==> src/rtl/linha_envase_pkg.sv <==
// Shared state encoding and default timing constants for the bottling-station sequencer.
// No logic of its own; imported by the sequencer and its timer.
package linha_envase_pkg;

   localparam int SETTLE_PADRAO  = 4;
   localparam int TIMEOUT_PADRAO = 1000;

   localparam logic [2:0] COD_PARADO     = 3'd0;
   localparam logic [2:0] COD_AVANCANDO  = 3'd1;
   localparam logic [2:0] COD_ASSENTANDO = 3'd2;
   localparam logic [2:0] COD_ENCHENDO   = 3'd3;
   localparam logic [2:0] COD_LIBERANDO  = 3'd4;
   localparam logic [2:0] COD_LOTE       = 3'd5;
   localparam logic [2:0] COD_FALHA      = 3'd6;

   typedef enum logic [2:0] {
      PARADO     = COD_PARADO,
      AVANCANDO  = COD_AVANCANDO,
      ASSENTANDO = COD_ASSENTANDO,
      ENCHENDO   = COD_ENCHENDO,
      LIBERANDO  = COD_LIBERANDO,
      LOTE       = COD_LOTE,
      FALHA      = COD_FALHA
   } estado_t;

   function automatic int max_int(input int a, input int b);
      return (a > b) ? a : b;
   endfunction

endpackage

==> src/rtl/temporizador_envase.sv <==
// Clearable up-counter with terminal compare; shared by settle and fill-timeout phases.
// Latency: terminal is combinational from the registered count. No backpressure.
module temporizador_envase #(
   parameter int W = 4
) (
   input  logic         CLOCK,
   input  logic         RESET,
   input  logic         limpa,
   input  logic         conta,
   input  logic [W-1:0] limite,
   output logic         terminal
);

   logic [W-1:0] contador;

   always_ff @(posedge CLOCK or posedge RESET) begin
      if (RESET)
         contador <= '0;
      else if (limpa)
         contador <= '0;
      else if (conta)
         contador <= contador + 1'b1;
   end

   assign terminal = (contador == limite);

endmodule

==> src/rtl/controle_linha_envase.sv <==
// Bottling-station sequencer: conveyor, settle, fill release, eject, crate count.
// Moore outputs, one cycle from inputs to state; no backpressure. Optional FILL_TIMEOUT_EN adds FALHA.
module controle_linha_envase
   import linha_envase_pkg::*;
#(
   parameter int BATCH_SIZE     = 12,
   parameter int SETTLE_CYCLES  = SETTLE_PADRAO,
   parameter int TIMEOUT_CYCLES = TIMEOUT_PADRAO,
   parameter int CNT_W          = 4
) (
   input  logic             CLOCK,
   input  logic             RESET,
   input  logic             START,
   input  logic             STOP,
   input  logic             SENSOR_POSICAO,
   input  logic             GARRAFA_CHEIA,
   output logic             MOTOR_ESTEIRA,
   output logic             LIBERA_ENCHIMENTO,
   output logic             OCUPADO,
   output logic [CNT_W-1:0] CONTAGEM,
   output logic             LOTE_COMPLETO,
   output logic             ALARME
);

   localparam int TW = $clog2(max_int(SETTLE_CYCLES, TIMEOUT_CYCLES) + 1);
   localparam logic [CNT_W-1:0] LOTE_CHEIO = CNT_W'(BATCH_SIZE);

   estado_t        estado, prox_estado;
   logic           stop_pend;
   logic           terminal;
   logic           conta_tempo;
   logic [TW-1:0]  limite;

   always_ff @(posedge CLOCK or posedge RESET) begin
      if (RESET)
         estado <= PARADO;
      else
         estado <= prox_estado;
   end

   always_comb begin
      prox_estado = estado;
      case (estado)
         PARADO:
            if (START && !STOP) prox_estado = AVANCANDO;
         AVANCANDO:
            if (STOP)                prox_estado = PARADO;
            else if (SENSOR_POSICAO) prox_estado = ASSENTANDO;
         ASSENTANDO:
            if (!SENSOR_POSICAO) prox_estado = AVANCANDO;
            else if (terminal)   prox_estado = ENCHENDO;
         ENCHENDO:
            if (GARRAFA_CHEIA)        prox_estado = LIBERANDO;
            else if (!SENSOR_POSICAO) prox_estado = AVANCANDO;
`ifdef FILL_TIMEOUT_EN
            else if (terminal)        prox_estado = FALHA;
`endif
         LIBERANDO:
            if (!SENSOR_POSICAO) begin
               // A full crate is always closed out before honouring a pending stop.
               if (CONTAGEM == LOTE_CHEIO) prox_estado = LOTE;
               else if (stop_pend)         prox_estado = PARADO;
               else                        prox_estado = AVANCANDO;
            end
         LOTE:
            prox_estado = PARADO;
`ifdef FILL_TIMEOUT_EN
         FALHA:
            if (STOP) prox_estado = PARADO;
`endif
         default:
            prox_estado = PARADO;
      endcase
   end

   always_ff @(posedge CLOCK or posedge RESET) begin
      if (RESET) begin
         stop_pend <= 1'b0;
         CONTAGEM  <= '0;
      end else begin
         if (prox_estado == PARADO)
            stop_pend <= 1'b0;
         else if (STOP && (estado == ASSENTANDO || estado == ENCHENDO || estado == LIBERANDO))
            stop_pend <= 1'b1;

         if (estado == LOTE)
            CONTAGEM <= '0;
         else if (estado == ENCHENDO && prox_estado == LIBERANDO && CONTAGEM < LOTE_CHEIO)
            CONTAGEM <= CONTAGEM + 1'b1;
      end
   end

   // Every state change restarts the timer, so each phase starts counting from zero.
`ifdef FILL_TIMEOUT_EN
   assign conta_tempo = (estado == ASSENTANDO) || (estado == ENCHENDO);
`else
   assign conta_tempo = (estado == ASSENTANDO);
`endif
   assign limite = (estado == ENCHENDO) ? TW'(TIMEOUT_CYCLES - 1) : TW'(SETTLE_CYCLES - 1);

   temporizador_envase #(.W(TW)) u_temporizador (
      .CLOCK    (CLOCK),
      .RESET    (RESET),
      .limpa    (prox_estado != estado),
      .conta    (conta_tempo),
      .limite   (limite),
      .terminal (terminal)
   );

   assign MOTOR_ESTEIRA     = (estado == AVANCANDO) || (estado == LIBERANDO);
   assign LIBERA_ENCHIMENTO = (estado == ENCHENDO);
   assign OCUPADO           = (estado != PARADO) && (estado != FALHA);
   assign LOTE_COMPLETO     = (estado == LOTE);
`ifdef FILL_TIMEOUT_EN
   assign ALARME            = (estado == FALHA);
`else
   assign ALARME            = 1'b0;
`endif

endmodule

==> config.mk <==
export PLATFORM = sky130hd
export DESIGN_NAME = controle_linha_envase
export DESIGN_NICKNAME = d
export VERILOG_FILES = /design/src/rtl/linha_envase_pkg.sv /design/src/rtl/temporizador_envase.sv /design/src/rtl/controle_linha_envase.sv
export SDC_FILE = /design/constraint.sdc
export NUM_CORES = 1
export LEC_CHECK = 0
export CAP_MARGIN = 0
export CELL_PAD_IN_SITES_DETAIL_PLACEMENT = 0
export CELL_PAD_IN_SITES_GLOBAL_PLACEMENT = 1
export CORE_MARGIN = 8
export CORE_UTILIZATION = 44
export CTS_BUF_LIST = sky130_fd_sc_hd__clkbuf_8 sky130_fd_sc_hd__clkbuf_16
export DETAILED_ROUTE_END_ITERATION = 6
export PLACE_DENSITY_LB_ADDON = 0.1
export SYNTH_ARGS = -nofsm -noshare
export SYNTH_HDL_FRONTEND = slang
export SYNTH_HIERARCHICAL = 1
export SYNTH_SLANG_ARGS = --single-unit
==> constraint.sdc <==
create_clock -name CLOCK -period 6.04 [get_ports CLOCK]
set_input_delay 1.208 -clock CLOCK [delete_from_list [all_inputs] [get_ports CLOCK]]
set_output_delay 1.208 -clock CLOCK [all_outputs]
set_load 0.05 [all_outputs]
==> flow_results.org <==
** Outcome
- The run finished with clean final reports.

** Clock tree
- The number of clock buffers added by TritonCTS is 3.
- PostCTS Resize Cnt :: 0
- Skew-Pair Late Insertion Delay :: 0.25 ns
- CTS saw 18 sinks.
- Library cell used as clock root buffer :: clkbuf_8
- No sink is reached through more buffers than the 2 on the longest clock path.
- Deepest level of the CTS H-tree :: 1
- Hold buffer count at CTS :: 0
- Once the clock tree was built, the setup fixing pass inserted 0 buffers.
- TritonCTS built the clock tree.
- Clock slew at the register clock pins of the worst setup and hold paths :: around 0.070 ns

** Place
- Final RePlAce weighted congestion :: ~0.89
- Summed over all nets, the half-perimeter wirelength after detailed placement is ~2000 µm.
- Quantity of I/O buffers inserted on ports :: 13

** GRT
- Entering global routing, the biggest net connects 17 pins.
- GRT Resource Usage Total :: 12.8%
- The number of global-route vias before repair was approximately 1100.
- Aggregate global routing overflow :: 0
- Wire length of the first global-routing pass :: between 4000 and 5000 µm
- Initial antenna violation count :: 0

** STA
- Count of endpoints failing hold in the final timing report :: 0
- Number of failing setup endpoints in the final timing report :: 0
- Clock period minus final worst setup slack :: 3.54 ns
- Total negative slack :: 0 ns
- At the pin with the least slew margin, the transition time is 0.556 ns.
- Setup clock skew after layout :: a little over 0.004 ns
- Derived from the worst setup path, the maximum achievable clock frequency is about 280 MHz.
- Worst max-slew margin expressed relative to the limit :: 62.8%
- The number of slew-limit violations in the final report is 0.
- Setup repair after global routing left no endpoint under its margin.
- The final critical path takes up 58.7% of the cycle.
- Hold slack final :: about 0.58 ns

** Worst setup path
- The slowest stage of the critical path belongs to the cell or4b_1.
- Cell family with the largest share of critical-path delay :: simple AND/OR/NAND/NOR gates
- Worst path cell trace :: clkdlybuf4s50_1 > or4b_1 > a31oi_1 > a221oi_2 > mux2_4 > o21ai_0 > or4_1 > a21oi_1
- Counting both buffers and inverters, the worst setup path holds a total of 1.
- Worst flop-to-flop path endpoint :: u_temporizador/contador[8]
- Cell depth of the worst setup path :: 8
- Critical Path RT :: around 6.2 ns
- Register-to-Register Setup Slack :: 2.62 ns
- Worst setup path category :: input pin to register
- Type of origin of the critical path :: input pin
- Slowest Stage Delay on Critical Path :: between 0.5 and 0.6 ns
- Top fanout value on the critical path :: 11
- Startpoint of the worst-slack reg-to-reg timing path :: estado[0]
- FF-to-FF path depth :: 11
- Worst setup EP type :: register
- Data on the critical path arrives at its endpoint at approximately 3.7 ns.

** Yosys
- Register bit total from synthesis :: 18
- The synthesized design contains 0 enable-type register cells.
- The synthesized netlist contains 41 unique library cells.
- After synthesis, the mean cell area works out to between 8 and 9 µm².
- Dominant synthesized flop cell :: dfrtp_1
- Post-synthesis cell area :: ~0.0012 mm²
- In the synthesized netlist, the number of instances is 140.
- Of the synthesized area, sequential elements account for between 30% and 40%.
- Proportion of register bits with asynchronous set or reset after synthesis :: 100%
- For this run, the number of Yosys warnings is 6.

** Floorplanning
- Number of standard-cell rows in the floorplan :: 19
- The die is ~69 µm wide.
- For this configuration, the core starts out at a cell density of 45.4%.
- The die is 68.9 µm tall.
- The die covers 0.00475 mm².
- I/O pin count :: 15
- Core box area :: about 0.0027 mm²

** Min path
- Kind of path behind the tightest hold check :: register to register
- Counting instances, the worst hold path has a depth of 2.
- The worst hold path begins at u_temporizador/contador[9].
- The path with the worst hold slack has its endpoint at u_temporizador/contador[9].

** Power
- Power density over the cells :: 310 mW/mm²
- IR analysis of the VDD net gives a maximum drop of 226 µV.
- Leakage power total :: about 0.00062 µW
- Summing internal, switching and leakage power gives about 440 µW.

** Routing
- The detailed router finished its first iteration with 65 violations.
- Routed wire length :: 2570 µm
- DR vias :: 996
- The detail route stage leaves a number of antenna-violating nets equal to 0.
- DRC violation count after routing :: 0
- First-pass iteration count of the detailed router :: 4
- Dividing the detail-routed wire length by the instance count gives approximately 14 µm.
- Using the TritonRoute via totals, the vias-per-cell ratio works out to around 5.5.

** Finish
- Util after Layout :: 52.3%
- Layout cells sized above 1 :: slightly below 6%
- Relative to the synthesized area, the layout overhead comes to 15.0%.
- Fill cells in the final layout number ~260.
- Register area :: 450 µm²
- Area of the multi-input gates :: between 700 and 800 µm²
- The final layout contains ~160 nets.
- 0 antenna diodes ended up in the layout.

** Run
- # Max-Cap Violations :: 0
## report_power, final
| group | leakage [µW] | switching (µW) | total (µW) | internal [µW] |
|---|---|---|---|---|
| Sequential | 0.000245 | 31.6 | 167 | 135 |
| Clock | 0.0000288 | 39.1 | 97.0 | 57.9 |
| Combinational | 0.000348 | 108 | 175 | 67.1 |
| Total | 0.000622 | 179 | 439 | 260 |
## how the worst max path moves through the flow
stage	end	from	slack, ns
after floorplan	u_temporizador/contador[8]	estado[0]	2.81
after global placement	u_temporizador/contador[9]	SENSOR_POSICAO	2.39
after detailed placement	u_temporizador/contador[8]	SENSOR_POSICAO	2.27
after CTS	u_temporizador/contador[8]	SENSOR_POSICAO	2.52
after global routing	u_temporizador/contador[7]	STOP	2.36
final	u_temporizador/contador[8]	SENSOR_POSICAO	2.50
## worst min-delay path: stages, from the launching register on
cell,delay (ns)
dfrtp_1,0.41
o31ai_1,0.08
a21oi_1,0.06
## final cells by class
| cell class | instances | share of cell area, % |
|---|---|---|
| repair buffers | 13 | 9.19 |
| clock buffers | 4 | 3.89 |
| well taps | 31 | 2.74 |
| inverters | 8 | 2.12 |
| flip-flops and latches | 18 | 31.8 |
| multi-input cells | 108 | 50.3 |
## routing by layer
layer	global-route usage, %	wire length [µm]	vias up	share of wire [%]
met5	0	0	-	0
met4	5.76	44	0	1.7
met3	2.75	104	5	4.0
met2	20.0	1130	20	44
met1	16.5	1300	473	50
li1	-	-	498	-
## through the flow
stage	cells	setup WS, ns	cell area [µm²]
floorplan	143	2.81	1240
global placement	178	2.39	1360
detailed placement	178	2.27	1360
CTS	182	2.52	1420
global route	182	2.36	1420
finish	182	2.50	1420
## synthesized netlist by cell type, drive strengths merged, types with 5 or more instances
master,count,share of area [%]
nand2,11,3.4
dfrtp,18,37
inv,8,2.4
nand3,5,2.0
nor2,12,3.7
xnor2,11,7.8
a21oi,9,3.7
buf,5,2.7
nand4,6,4.3
xor2,6,4.3
o21ai,5,2.0
## cell usage in the layout, fill, tap and decap left out, types with 2 or more instances in the layout
| cell type | synthesis | routed |
|---|---|---|
| a21oi_1 | 9 | 9 |
| clkdlybuf4s50_1 | 0 | 13 |
| conb_1 | 2 | 5 |
| ha_1 | 3 | 3 |
| dfrtp_1 | 18 | 18 |
| nor2_1 | 12 | 12 |
| xnor2_1 | 11 | 11 |
| or3_1 | 3 | 3 |
| or4_1 | 3 | 3 |
| nor3b_1 | 2 | 2 |
| o31ai_1 | 3 | 3 |
| xor2_1 | 6 | 6 |
| nand4_1 | 5 | 5 |
| inv_1 | 8 | 8 |
| a31oi_1 | 2 | 2 |
| clkbuf_8 | 0 | 4 |
| nand2_1 | 11 | 11 |
| nor2b_1 | 3 | 3 |
| o21ai_0 | 5 | 5 |
| nand3_1 | 5 | 5 |
| and2_1 | 3 | 3 |
## state kept, by name, summed over array words and instances (netlist names)
register	count
u_temporizador/contador	10
estado	3
stop_pend	1
CONTAGEM	4
## cells by family (layout without fill, tap and decap cells)
family | count (synthesis) | in the layout | synth area share (%)
XOR/XNOR | 17 | 17 | 12.1
multiplexers | 2 | 2 | 2.03
flip-flops | 18 | 18 | 36.6
AO/OA/AOI/OAI | 24 | 24 | 12.4
other | 2 | 5 | 0.610
adder cells (fa/ha/maj) | 3 | 3 | 3.05
buffers and inverters | 17 | 25 | 6.50
AND/OR/NAND/NOR | 57 | 57 | 26.7
(Power assumes the default switching activity.)
==> RTL change 1: new RTL, same flow settings <==
Reset style: synchronous (`RESET`), changed in 3 clocked blocks.
--- a/src/rtl/temporizador_envase.sv
+++ b/src/rtl/temporizador_envase.sv
@@ -13,7 +13,7 @@
 
    logic [W-1:0] contador;
 
-   always_ff @(posedge CLOCK or posedge RESET) begin
+   always_ff @(posedge CLOCK) begin
       if (RESET)
          contador <= '0;
       else if (limpa)
--- a/src/rtl/controle_linha_envase.sv
+++ b/src/rtl/controle_linha_envase.sv
@@ -31,7 +31,7 @@
    logic           conta_tempo;
    logic [TW-1:0]  limite;
 
-   always_ff @(posedge CLOCK or posedge RESET) begin
+   always_ff @(posedge CLOCK) begin
       if (RESET)
          estado <= PARADO;
       else
@@ -73,7 +73,7 @@
       endcase
    end
 
-   always_ff @(posedge CLOCK or posedge RESET) begin
+   always_ff @(posedge CLOCK) begin
       if (RESET) begin
          stop_pend <= 1'b0;
          CONTAGEM  <= '0;
Function: differs if RESET is asserted again (counterexample within 4 cycles, from zero or initial values and one cycle with RESET high); with RESET held inactive, the same outputs for 10 cycles.
==> RTL change 1 against the original RTL <==
Worst setup slack lost 0.18 ns. Highest routed layer unchanged. Worst hold slack lost 0.082 ns. Sequential cell count is the same. Design area shrank 6.9%. Wire length shrank 11%. Area after synthesis shrank 8.8%. Clock skew shrank 0.00078 ns.
Power is not compared: it rests on default switching activity, and its combinational part moved more than twofold at a synthesized area within 25%.
==> RTL change 1: results (changes against the original RTL) <==
grt_pass1_wl_mm: 3.86  # -17%
avgSynthCellArea_um2: 8.50  # -3.3%
placed_cell_area_um2: 1260  # -7.2%
num_vias: 959  # -3.7%
ys_seq_area_share_pct: 32.1  # -4.5 points
r2r_cells: 10  # -1
status: "finished clean"
dr.first_iter.drc_count: 50  # -23%
yosysUniqueCellTypes: 44  # +7.3%
dr.pass1.iters: 4  # unchanged
synth_xor_xnor_area_share_pct: 13.3  # +1.2 points
hp-start: "u_temporizador/contador[9]"
viasPerCell: 5.45  # -0.43%
synth-main-ff-cell: "dfxtp_1"
fillers: 244  # -5.8%
r2r_start: "estado[1]"
finClkSkew_ns: 0.00334  # -0.000782 ns
synth.area.top_cells: "dfxtp_1, xnor2_1, nor2_1"
power_leakage_nw: 0.483
grt_pass1_vias: 862  # -19%
synthMuxAreaShare_pct: 3.68  # +1.6 points
async_flop_share_pct: 0  # -100 points
grt_usage_pct: 10.9  # -1.9 points
final_nets: 156  # -3.1%
min_delay_path_depth: 2  # unchanged
min_path_type: "register to register"
dp_hpwl_mm: 1.78  # -11%
dp_worst_setup_slack_ns: 2.50  # +0.234 ns
synth_compound_area_share_pct: 15.4  # +3.0 points
rrSetupSlack_ns: 2.79  # +0.17 ns
cp.arrival_ns: 2.52  # -1.20 ns
synthAdderAreaFrac_pct: 3.34  # +0.30 points
cp_max_fo: 10  # -1
synth_commonest_cells: "nor2_1, dfxtp_1, xnor2_1"
post-place-cells: 172  # -3.4%
hold-worst-slack_ns: 0.497  # -0.0816 ns
tightest_slew_ns: 0.624  # +0.0676 ns
grt_start_max_net_pins: 14  # -3
[RTL change 1: metal layers]
layer | vias to the layer above | part of all wire [%] | wire, um | track usage, %
met1 | 440 | 43 | 972 | 12.3
met3 | 2 | 7.9 | 181 | 3.52
met4 | 0 | 0.75 | 17 | 4.00
met2 | 26 | 49 | 1110 | 18.7
met5 | - | 0 | 0 | 0
li1 | 491 | - | - | -
[RTL change 1: power by group through the flow]
stage          sequential [mW]  combinational (mW)  clock (mW)
2_1_floorplan            0.122              0.0206           0
3_3_place_gp             0.124              0.0273           0
3_5_place_dp             0.124              0.0273           0
4_1_cts                  0.121              0.0274       0.101
5_1_grt                  0.121              0.0296       0.106
6_report                 0.121              0.0273      0.0978
[RTL change 1: critical path, cell delays in order (launching register included)]
cell	delay, ns
dfxtp_1	0.50
or2b_4	0.34
nor2_1	0.49
clkdlybuf4s50_1	0.93
[RTL change 1: worst max path at each step]
stage              startpoint  cells past startpoint                         end  slack (ns)
2_1_floorplan       estado[1]                     12  u_temporizador/contador[0]        2.54
3_3_place_gp   SENSOR_POSICAO                      7  u_temporizador/contador[8]        2.60
3_5_place_dp   SENSOR_POSICAO                      7  u_temporizador/contador[8]        2.50
4_1_cts             estado[1]                      3           LIBERA_ENCHIMENTO        2.30
5_1_grt             estado[1]                      3           LIBERA_ENCHIMENTO        2.18
6_report            estado[1]                      3           LIBERA_ENCHIMENTO        2.31
[RTL change 1: final cells by class]
cell class              instances  area [um^2]  area share [%]
inverters                       5         18.8            1.42
flip-flops and latches         18          360            27.3
repair buffers                 13          130            9.87
multi-input cells             106          717            54.4
clock buffers                   4         55.1            4.17
well taps                      30         37.5            2.85
==> RTL change 2: new RTL, config.mk and constraints unchanged <==
Without the edit above. The parameter `CNT_W` goes from 4 to 6.
--- a/src/rtl/controle_linha_envase.sv
+++ b/src/rtl/controle_linha_envase.sv
@@ -6,7 +6,7 @@
    parameter int BATCH_SIZE     = 12,
    parameter int SETTLE_CYCLES  = SETTLE_PADRAO,
    parameter int TIMEOUT_CYCLES = TIMEOUT_PADRAO,
-   parameter int CNT_W          = 4
+   parameter int CNT_W          = 6
 ) (
    input  logic             CLOCK,
    input  logic             RESET,
Ports: changed (resized CONTAGEM); port bits go from 15 to 17. The function was not compared with the original's and may differ.
==> RTL change 2 against the original RTL <==
Design area is 5.9% higher. Combinational power fell by 4%. Sequential power up 4%. Power rose by 7.8%. First-iteration DRC count is 7.7% lower. Worst setup slack got worse by 0.19 ns. Sequential cell count is 2 higher. Area after synthesis increased by 4.0%. Wire length increased by 2.7%. Sequential share of layout area grew 1.6 points. Clock skew barely moved.
==> RTL change 2: results (changes against the original RTL) <==
hold-worst-slack_ns: 0.534  # -0.0444 ns
hp-start: "CONTAGEM[5]"
status: "finished clean"
vdd_drop_max_mv: 0.319  # +41%
grt_pass1_wl_mm: 4.79  # +2.8%
r2r-end: "u_temporizador/contador[9]"
critPathCapture: "LIBERA_ENCHIMENTO"
worstHoldEndpoint: "CONTAGEM[5]"
cp.arrival_ns: 2.52  # -1.20 ns
synth.area.top_cells: "dfrtp_1, xnor2_1, nor2_1"
synth_commonest_cells: "dfrtp_1, nor2_1, xnor2_1"
io_buffers: 15  # +2
grt_start_max_net_pins: 13  # -4
dr.first_iter.drc_count: 60  # -7.7%
max_stage_delay_ns: 0.93  # +0.40 ns
crit_type: "register to output port"
critPathTopFamily: "buffers and inverters"
drive_above_1_share_pct: 6.54  # +0.58 points
viasPerCell: 5.41  # -1.1%
slowest_stage: "clkdlybuf4s50_1"
top_regs: "u_temporizador/contador: 10 flops, CONTAGEM: 6 flops, estado: 3 flops"
r2r_cells: 13  # +2
min_delay_path_depth: 1  # -1
finalNonFillerCells: 184  # +1.1%
placed_cell_area_um2: 1430  # +5.0%
dr.pass1.iters: 6  # +2
ys_seq_area_share_pct: 39.1  # +2.5 points
dp_hpwl_mm: 2.05  # +3.3%
wl_per_cell_um: 14.4  # +1.6%
yosysUniqueCellTypes: 42  # +2.4%
grt_pass1_vias: 1046  # -1.3%
grt_usage_pct: 11.6  # -1.2 points
rrSetupSlack_ns: 2.32  # -0.30 ns
final_nets: 163  # +1.2%
power_leakage_nw: 0.632  # +1.5%
synth_cells: 139  # -0.71%
cp_max_fo: 10  # -1
finClkSkew_ns: 0.00411  # -0.00000735 ns
dp_worst_setup_slack_ns: 2.20  # -0.0646 ns
place.gp.congestion: 0.843  # -5.3%
==> RTL change 2: routing by layer <==
metal  track usage, %  part of all wire [%]
met5                0                     0
met3             4.52                   5.1
met2             20.2                    51
met1             12.8                    43
met4             2.90                  0.26
==> RTL change 2: cell families (layout without fill, tap and decap cells) <==
logic type      count (synthesis)  after routing  share of synthesized area, %
flops                          20             20                          39.1
compound gates                 25             25                          13.7
buf+inv                        14             25                          6.06
other cells                     2              5                         0.587
mux                             2              2                          1.56
fa+ha+maj                       3              3                          2.93
simple gates                   56             56                          24.4
xor+xnor                       17             17                          11.6
==> RTL change 2: power by group <==
part | total, mW | switching [mW] | internal (mW)
Combinational | 0.168 | 0.104 | 0.0637
Clock | 0.132 | 0.0436 | 0.0884
Sequential | 0.173 | 0.0270 | 0.146
==> RTL change 2: cell type report <==
class	instances	area (um^2)
Timing Repair Buffer	16	158
Sequential cell	20	500
Fill cell	269	1260
Clock inverter	1	30.0
Clock buffer	3	41.3
Inverter	5	18.8
Multi-Input combinational cell	108	713
Tap cell	31	38.8
